<file path="src/rtl/ov7670_capture_ctrl.sv">
// OV7670 capture sequencer: parses VSYNC/HREF/byte stream, packs RGB565 into RGB332, drives the frame-RAM write port.
// Build macro CAPTURE_DECIM_EN: store every second pixel of every second line from a 2*H_ACTIVE x 2*V_ACTIVE input.
module ov7670_capture_ctrl #(
  parameter int RAM_WIDTH     = 8,
  parameter int RAM_ADDR_BITS = 15,
  parameter int H_ACTIVE      = 160,
  parameter int V_ACTIVE      = 120
) (
  input  logic                     clk,
  input  logic                     rst_n,
  input  logic                     cam_vsync,
  input  logic                     cam_href,
  input  logic [7:0]               cam_data,
  input  logic                     cap_start,
  input  logic                     cap_cont,
  output logic [RAM_ADDR_BITS-1:0] ram_addr,
  output logic [RAM_WIDTH-1:0]     ram_data,
  output logic                     ram_we,
  output logic                     busy,
  output logic                     frame_done,
  output logic                     ovf
);

`ifdef CAPTURE_DECIM_EN
  localparam int DS = 1;
`else
  localparam int DS = 0;
`endif
  localparam logic [15:0] H_LIM   = 16'(H_ACTIVE);
  localparam logic [15:0] V_LIM   = 16'(V_ACTIVE);
  localparam logic [15:0] ROW_MAX = 16'(V_ACTIVE << DS);
  localparam logic [RAM_ADDR_BITS-1:0] LINE_STEP = RAM_ADDR_BITS'(H_ACTIVE);

  typedef enum logic [1:0] {IDLE, WAIT_VS, CAPTURE, DONE} state_t;
  state_t state_q, state_d;

  function automatic logic [RAM_WIDTH-1:0] pack_rgb332(input logic [7:0] hi, input logic [7:0] lo);
    return {hi[7:5], hi[2:0], lo[4:3]};
  endfunction

  logic                     vsync_p1, href_p1;
  logic                     vs_fall, vs_rise, href_fall;
  logic                     phase_p1;
  logic [7:0]               b0_p1;
  logic [15:0]              col_p1, row_p1, col_dec, row_dec;
  logic [RAM_ADDR_BITS-1:0] base_p1;
  logic                     keep, in_range, line_adv;

  assign vs_fall   = vsync_p1 & ~cam_vsync;
  assign vs_rise   = ~vsync_p1 & cam_vsync;
  assign href_fall = href_p1 & ~cam_href;
  assign col_dec   = col_p1 >> DS;
  assign row_dec   = row_p1 >> DS;
  assign in_range  = (col_dec < H_LIM) && (row_dec < V_LIM);

`ifdef CAPTURE_DECIM_EN
  assign keep     = ~col_p1[0] & ~row_p1[0];
  assign line_adv = ~row_p1[0];
`else
  assign keep     = 1'b1;
  assign line_adv = 1'b1;
`endif

  always_ff @(posedge clk or negedge rst_n) begin
    if (!rst_n) state_q <= IDLE;
    else        state_q <= state_d;
  end

  always_comb begin
    state_d    = state_q;
    busy       = 1'b0;
    frame_done = 1'b0;
    case (state_q)
      IDLE:    if (cap_start) state_d = WAIT_VS;
      WAIT_VS: begin
        busy = 1'b1;
        if (vs_fall) state_d = CAPTURE;
      end
      CAPTURE: begin
        busy = 1'b1;
        if (vs_rise) state_d = DONE;
      end
      DONE: begin
        frame_done = 1'b1;
        state_d    = cap_cont ? WAIT_VS : IDLE;
      end
      default: state_d = IDLE;
    endcase
  end

  // p1: edge-detect registers, byte pairing, line bookkeeping and the registered RAM write port
  always_ff @(posedge clk or negedge rst_n) begin
    if (!rst_n) begin
      vsync_p1 <= 1'b0;
      href_p1  <= 1'b0;
      phase_p1 <= 1'b0;
      b0_p1    <= '0;
      col_p1   <= '0;
      row_p1   <= '0;
      base_p1  <= '0;
      ram_we   <= 1'b0;
      ram_addr <= '0;
      ram_data <= '0;
      ovf      <= 1'b0;
    end else begin
      vsync_p1 <= cam_vsync;
      href_p1  <= cam_href;
      ram_we   <= 1'b0;
      if (state_q == IDLE && cap_start) ovf <= 1'b0;
      if (state_q == WAIT_VS && vs_fall) begin
        col_p1  <= '0;
        row_p1  <= '0;
        base_p1 <= '0;
      end
      if (state_q == CAPTURE && cam_href) begin
        phase_p1 <= ~phase_p1;
        if (!phase_p1) begin
          b0_p1 <= cam_data;
        end else begin
          if (keep && in_range) begin
            ram_we   <= 1'b1;
            ram_addr <= base_p1 + RAM_ADDR_BITS'(col_dec);
            ram_data <= pack_rgb332(b0_p1, cam_data);
          end else if (keep) begin
            ovf <= 1'b1;
          end
          if (col_p1 != 16'hFFFF) col_p1 <= col_p1 + 16'd1;
        end
      end else begin
        phase_p1 <= 1'b0;
        // Any line that produced pixels consumes a full RAM row, so short lines never shift the image
        if (state_q == CAPTURE && href_fall) begin
          col_p1 <= '0;
          if (col_p1 != '0 && row_p1 < ROW_MAX) begin
            row_p1 <= row_p1 + 16'd1;
            if (line_adv) base_p1 <= base_p1 + LINE_STEP;
          end
        end
      end
    end
  end

endmodule

</file>
<file path="config.mk">
export PLATFORM = sky130hd
export DESIGN_NAME = ov7670_capture_ctrl
export DESIGN_NICKNAME = d
export VERILOG_FILES = /design/src/rtl/ov7670_capture_ctrl.sv
export SDC_FILE = /design/constraint.sdc
export NUM_CORES = 1
export LEC_CHECK = 0
export ABC_AREA = 1
export CAP_MARGIN = 25
export CELL_PAD_IN_SITES_DETAIL_PLACEMENT = 2
export CELL_PAD_IN_SITES_GLOBAL_PLACEMENT = 2
export CORE_MARGIN = 5
export CORE_UTILIZATION = 35
export CTS_CLUSTER_DIAMETER = 30
export CTS_CLUSTER_SIZE = 30
export DETAILED_ROUTE_END_ITERATION = 10
export GPL_ROUTABILITY_DRIVEN = 0
export GPL_TIMING_DRIVEN = 0
export PLACE_DENSITY = 0.86
export SYNTH_ARGS = -nofsm -noshare
export SYNTH_HDL_FRONTEND = slang
export SYNTH_SLANG_ARGS = --single-unit
</file>
<file path="constraint.sdc">
create_clock -name clk -period 3.7 [get_ports clk]
set_input_delay 0.37 -clock clk [delete_from_list [all_inputs] [get_ports clk]]
set_output_delay 0.37 -clock clk [all_outputs]
set_load 0.02 [all_outputs]
</file>
==> results of run 1 <==
==> metal layers <==
metal,up-vias,part of all wire,GRT usage,wire [um]
met3,20,0.017,0.0247,302
met4,0,0.019,0.0652,333
met1,2551,0.43,0.248,7600
li1,2417,-,-,-
met5,-,0,0,0
met2,49,0.54,0.399,9600
==> worst paths after layout <==
check / slack [ns] / endpoint / cells after the start / from
min in group asynchronous: 0.51 / ram_addr[2]$_DFFE_PN0P_ / 2 / rst_n
hold reg to reg: 0.47 / row_dec[15]$_DFF_PN0_ / 2 / row_dec[15]$_DFF_PN0_
max in group asynchronous: 2.56 / row_dec[3]$_DFF_PN0_ / 3 / rst_n
hold / removal: 0.47 / row_dec[15]$_DFF_PN0_ / 2 / row_dec[15]$_DFF_PN0_
setup / recovery: 1.55 / busy / 3 / state_q[1]$_DFFE_PN0P_
setup reg to reg: 1.55 / base_p1[3]$_DFFE_PN0P_ / 8 / state_q[0]$_DFFE_PN0P_
==> kinds of logic (layout without fill, tap and decap cells) <==
logic type,after synthesis,in the layout,share of synthesized area
and+or+nand+nor,442,442,0.367
buffers and inverters,111,169,0.0931
DFF,83,83,0.393
AOI/OAI and AO/OA,61,61,0.0621
adders and majority gates,24,24,0.0583
xor gates and xnor gates,16,16,0.0265
==> timing repair <==
| item | CTS | global route |
|---|---|---|
| setup endpoints to repair | 0 | 0 |
| gates resized for setup | 0 | 0 |
| hold buffers | 1 | 0 |
| endpoints found under the hold margin | 34 | 0 |
==> cells in the final DEF, fill, tap and decap left out, types with 2 or more instances in the layout <==
| cell type | n |
|---|---|
| clkinv_2 | 5 |
| buf_4 | 4 |
| nand3_2 | 4 |
| xnor2_1 | 7 |
| nand3b_1 | 3 |
| o21ai_2 | 3 |
| ha_1 | 23 |
| inv_2 | 11 |
| nand4_1 | 7 |
| nor2_4 | 3 |
| inv_1 | 78 |
| o211ai_1 | 2 |
| nor2_1 | 55 |
| nand3_1 | 69 |
| buf_6 | 5 |
| nand2_2 | 14 |
| clkbuf_16 | 9 |
| xor2_1 | 9 |
| clkinv_4 | 2 |
| clkdlybuf4s50_1 | 39 |
| dfrtp_1 | 83 |
| nor3_1 | 5 |
| o21ai_0 | 18 |
| nand2_1 | 271 |
| a21oi_1 | 23 |
| nand2_4 | 2 |
| clkbuf_1 | 5 |
| nor2_2 | 4 |
| o21ai_1 | 12 |
| buf_2 | 3 |
==> power by group <==
part,switching (mW),internal [mW]
Sequential,0.291,1.16
Combinational,1.49,0.842
Clock,0.402,0.542
Total,2.18,2.55
==> critical path, cell delays in order (launching register included) <==
cell,delay (ns)
dfrtp_1,0.41
inv_1,0.11
ha_1,0.30
clkdlybuf4s50_1,0.60
==> through the flow <==
step / instance area, um2 / utilization
floorplan: 5280 / -
global placement: 5910 / 0.404
detailed placement: 5940 / 0.405
CTS: 6250 / 0.427
global route: 6250 / 0.427
finish: 6250 / 0.427
==> registers in the layout, summed over array words and instances, names as in the netlist <==
signal / cells
state_q: 2
href_p1: 1
ram_data: 8
ovf: 1
col_dec: 16
ram_we: 1
phase_p1: 1
b0_p1: 6
row_dec: 16
base_p1: 15
vsync_p1: 1
ram_addr: 15
==> layout make-up <==
| class | count | area [um2] |
|---|---|---|
| well taps | 184 | 230 |
| clock inverters | 6 | 65.1 |
| fillers | 1721 | 8390 |
| plain buffers | 18 | 136 |
| flip-flops and latches | 83 | 2080 |
| repair buffers | 42 | 435 |
| multi-input cells | 543 | 2710 |
| inverters | 93 | 355 |
| clock buffers | 10 | 239 |
==> impl_metrics.yaml, run 1 <==
status:
  outcome: "completed"
power_and_ir_drop:
  peakVddDrop_v: 0.000290
  p_total_mw: 4.73
  power.density_nw_per_um2: 757
  power_leakage_nw: 3.36
yosys:
  yosysSeqAreaShare: 0.393
  ys_ff_latch: 83
  synth_cell_type_count: 39
  async_reset_ff_frac: 1.00
  synth_top_area_share: 0.393
  avgSynthCellArea_um2: 7.16
  synth_area_um2: 5280
  syn_nets: 775
  synth_area_leaders: "dfrtp_1 39%, nand2_1 19%, nand3_1 6.5%"
  synth_top_area_cell: "dfrtp_1"
  yosys_most_used_dff: "dfrtp_1"
  synth_edf_count: 0
  ys_warn_count: 0
  yosysMostFrequentCell: "nand2_1"
  synth_common_cells: "271 x nand2_1, 83 x dfrtp_1, 78 x inv_1"
  syn_inst: 737
drt:
  drt_pre_antenna_iters: 4
  drc_errors: 0
  via_per_inst: 5.15
  ant_nets: 0
  dr_total_vias: 5037
  drt-total-wl_mm: 17.8
  wl_per_cell_um: 18.2
  drt_iter0_markers: 139
sta:
  max-slew-margin-rel: 0.487
  worstMarginPinSlew_ns: 0.769
  finalHoldViolCount: 0
  finClkSkew_ns: 0.00762
  fin_crit_sh: 0.582
  setup_slack_ns: 1.55
  fin_setup_tns_ns: 0
  fmax_mhz: 464
  setup_viol: 0
  rsz0062_at_grt: "false"
  final_max_slew_viol_count: 0
  timing.hold.ws_ns: 0.470
  fin_crit_ns: 2.15
die:
  die_h_um: 133
  ios: 41
  die_w_um: 133
  dieArea_um2: 17600
  coreArea_um2: 14600
  start_util: 0.361
  fp-row-count: 44
cts:
  tritoncts: "built"
  clk_pin_slew_worst_paths_ns: 0.06
  cts_buffers: 9
  postCtsSetupRepairBufs: 0
  clk_path_buf_depth: 2
  h-tree-depth: 3
  insertion_delay_ns: 0.35
  cts_sinks: 83
  cts_root_buf: "clkbuf_16"
min_path:
  hold_path_class: "reg2reg"
global_routing:
  grtUsageTotal: 0.211
  grt_start_max_net_pins: 50
  antenna_found_initial: 0
  grt_pass1_wl_mm: 30.0
  grt_pass1_vias: 5734
  overflow: 0
critical_path:
  path_max_fanout: 4
  start_kind: "register"
  worstPathArrival_ns: 1.78
  crit_type: "reg2out"
  worst_ep_required_time_ns: 3.33
  end_kind: "primary output"
layout:
  nets: 828
  diodes: 0
  instances_no_fill: 979
  area_delta_synth_final_pct: 18.4
  drive_above_1_share: 0.0994
place:
  dp_hpwl_mm: 13.5
  dp_slack_ns: 1.48
  dp.cells: 962
  io_buffers: 40
run:
  drv_cap: 0
Note: power is estimated with default switching activity, not from simulation.
==> run 2, diff against run 1 <==
--- a/config.mk
+++ b/config.mk
@@ -10,13 +10,13 @@
 export CELL_PAD_IN_SITES_DETAIL_PLACEMENT = 2
 export CELL_PAD_IN_SITES_GLOBAL_PLACEMENT = 2
 export CORE_MARGIN = 5
-export CORE_UTILIZATION = 35
+export CORE_UTILIZATION = 31
 export CTS_CLUSTER_DIAMETER = 30
 export CTS_CLUSTER_SIZE = 30
 export DETAILED_ROUTE_END_ITERATION = 10
 export GPL_ROUTABILITY_DRIVEN = 0
 export GPL_TIMING_DRIVEN = 0
-export PLACE_DENSITY = 0.86
+export PLACE_DENSITY = 0.8
 export SYNTH_ARGS = -nofsm -noshare
 export SYNTH_HDL_FRONTEND = slang
 export SYNTH_SLANG_ARGS = --single-unit
==> constraint.sdc (replaced) <==
create_clock -name clk -period 1.9 [get_ports clk]
set_input_delay 0.19 -clock clk [delete_from_list [all_inputs] [get_ports clk]]
set_output_delay 0.19 -clock clk [all_outputs]
set_load 0.02 [all_outputs]
==> run 2 against run 1 <==
  * Clock skew rose by 0.0042 ns
  * First-iteration DRC count increased by 17%
  * Register-to-register slack got worse by 1.5 ns
  * Non-clock buffer count is 7 higher
  * Sequential share of layout area down 1.4 points
  * Final area grew 5.2%
  * Worst setup slack worse by 1.5 ns
  * Routed wire length is 3.6% higher
  * Clock-buffer cell count down 1
  * Sequential cell count stayed put
  * Critical path depth increased by 6
  * Global-route usage decreased by 2.2 points
==> impl_metrics.yaml, run 2 (synthesis results as in run 1) <==
power_and_ir_drop:
  p_switching_mw: 4.35
  swShare: 0.450
  pwr-share-seq: 0.301
  power_frac_comb: 0.499
  p_int_mw: 5.31
  peakVddDrop_v: 0.000591
  p_total_mw: 9.66
  p_clk_frac: 0.201
  power_leakage_nw: 3.38
  power.density_nw_per_um2: 1470
status:
  outcome: "completed"
die:
  die_w_um: 141
  coreArea_um2: 16600
  fp-row-count: 47
  ios: 41
  dieArea_um2: 19700
  start_util: 0.317
  die_h_um: 141
critical_path:
  worst_ep_required_time_ns: 2.19
  crit_type: "reg2reg"
  worstPathArrival_ns: 2.15
  start_kind: "register"
  end_kind: "register"
  path_max_fanout: 5
layout:
  final_common_cell: "nand2_1"
  fin_area_um2: 6570
  nets: 835
  final_cell_mix: "270 x nand2_1, 76 x inv_1, 73 x dfrtp_1"
  diodes: 0
  utilization: 0.395
  drive_above_1_share: 0.159
  area_delta_synth_final_pct: 24.5
sta:
  finClkSkew_ns: 0.0118
  timing.hold.ws_ns: 0.311
  worstMarginPinSlew_ns: 0.671
  fin_crit_sh: 0.982
  rsz0062_at_grt: "true"
  finalHoldViolCount: 0
  fmax_mhz: 536
  fin_crit_ns: 1.87
  setup_slack_ns: 0.0338
  max-slew-margin-rel: 0.553
  setup_viol: 0
  final_max_slew_viol_count: 0
run:
  drv_cap: 0
drt:
  dr_total_vias: 5093
  via_per_inst: 4.99
  drc_errors: 0
  wl_per_cell_um: 18.1
  ant_nets: 0
  drt_iter0_markers: 163
  drt_pre_antenna_iters: 4
  drt-total-wl_mm: 18.5
place:
  dp_slack_ns: -0.378
  io_buffers: 40
  placed_area_um2: 5980
  dp_hpwl_mm: 13.3
global_routing:
  grt_pass1_vias: 5684
  grtUsageMet1: 0.231
  grtUsageTotal: 0.190
  grt_pass1_wl_mm: 30.0
  top_usage_layer: "met2"
  overflow: 0
  grt_util_met2: 0.339
  antenna_found_initial: 0
  grt_start_max_net_pins: 56
  grt_use_met3: 0.0348
cts:
  h-tree-depth: 3
  clk_path_buf_depth: 2
  clk_pin_slew_worst_paths_ns: 0.07
  cts_sinks: 83
  tritoncts: "built"
  insertion_delay_ns: 0.35
  cts_root_buf: "clkbuf_16"
  cts_buffers: 9
min_path:
  hold_path_class: "in2reg"
[run 2: cell types whose count changed in the layout (fill, tap and decap cells not counted), sizes merged]
cell,previous run,this run
buf,15,21
clkinv,7,4
inv,90,92
bufinv,1,2
clkdlybuf4s50,39,38
dlygate4sd2,0,1
[run 2: path summary, 6_finish.rpt]
kind | start | to | slack (ns) | depth (start not counted)
worst max register to register | col_dec[0]$_DFF_PN0_ | ram_addr[14]$_DFFE_PN0P_ | 0.03 | 9
worst min-delay path | cam_vsync | vsync_p1$_DFF_PN0_ | 0.31 | 1
worst min register to register | row_dec[14]$_DFF_PN0_ | row_dec[14]$_DFF_PN0_ | 0.47 | 2
max in group asynchronous | rst_n | base_p1[10]$_DFF_PN0_ | 0.96 | 3
worst max-delay path | col_dec[0]$_DFF_PN0_ | ram_addr[14]$_DFFE_PN0P_ | 0.03 | 9
min in group asynchronous | rst_n | ram_addr[3]$_DFFE_PN0P_ | 0.32 | 2
[run 2: per-stage QoR]
| stage | std cells | setup TNS (ns) |
|---|---|---|
| global route | 1021 | -0.0549 |
| detailed placement | 998 | -10.66 |
| floorplan | 737 | 0 |
| CTS | 1014 | 0 |
| global placement | 997 | -221.79 |
| finish | 1021 | 0 |
[run 2: layer usage]
metal	share of wire	routed length [um]	vias up
li1	-	-	2425
met1	0.44	8090	2586
met2	0.52	9620	60
met3	0.018	336	22
met4	0.023	430	0
met5	0	0	-
[run 2: what timing repair did]
item                       in CTS  in global routing
hold buffers                    1                  0
gates resized for setup        31                 33
pin swaps                       0                  4
hold endpoints to repair       28                  0
setup endpoints to repair      62                 42
buffers inserted                0                  7
[run 2: final cells by class]
type                    instances  area (um2)
fillers                      1941       10100
plain buffers                  18         156
well taps                     220         275
flip-flops and latches         83        2090
clock inverters                 6        90.1
multi-input cells             543        2890
inverters                      93         363
clock buffers                   9         225
repair buffers                 49         487
[run 2: critical path, stage by stage (launching register included)]
cell and delay, ns:
dfrtp_2 0.46, ha_4 0.19, fa_2 0.43, nand2_1 0.14, nand3_2 0.12, nand2_1 0.11, nand2_1 0.07, nand2_1 0.08
nand3_1 0.12, nand2_1 0.09
[run 2: power groups by stage]
stage | logic (mW) | clock network (mW) | registers (mW)
after detailed placement | 4.49 | 0 | 2.84
after CTS | 4.72 | 1.99 | 2.89
after global placement | 4.29 | 0 | 2.80
after global routing | 5.31 | 2.06 | 2.97
final | 4.81 | 1.94 | 2.91
after floorplan | 2.79 | 0 | 2.87
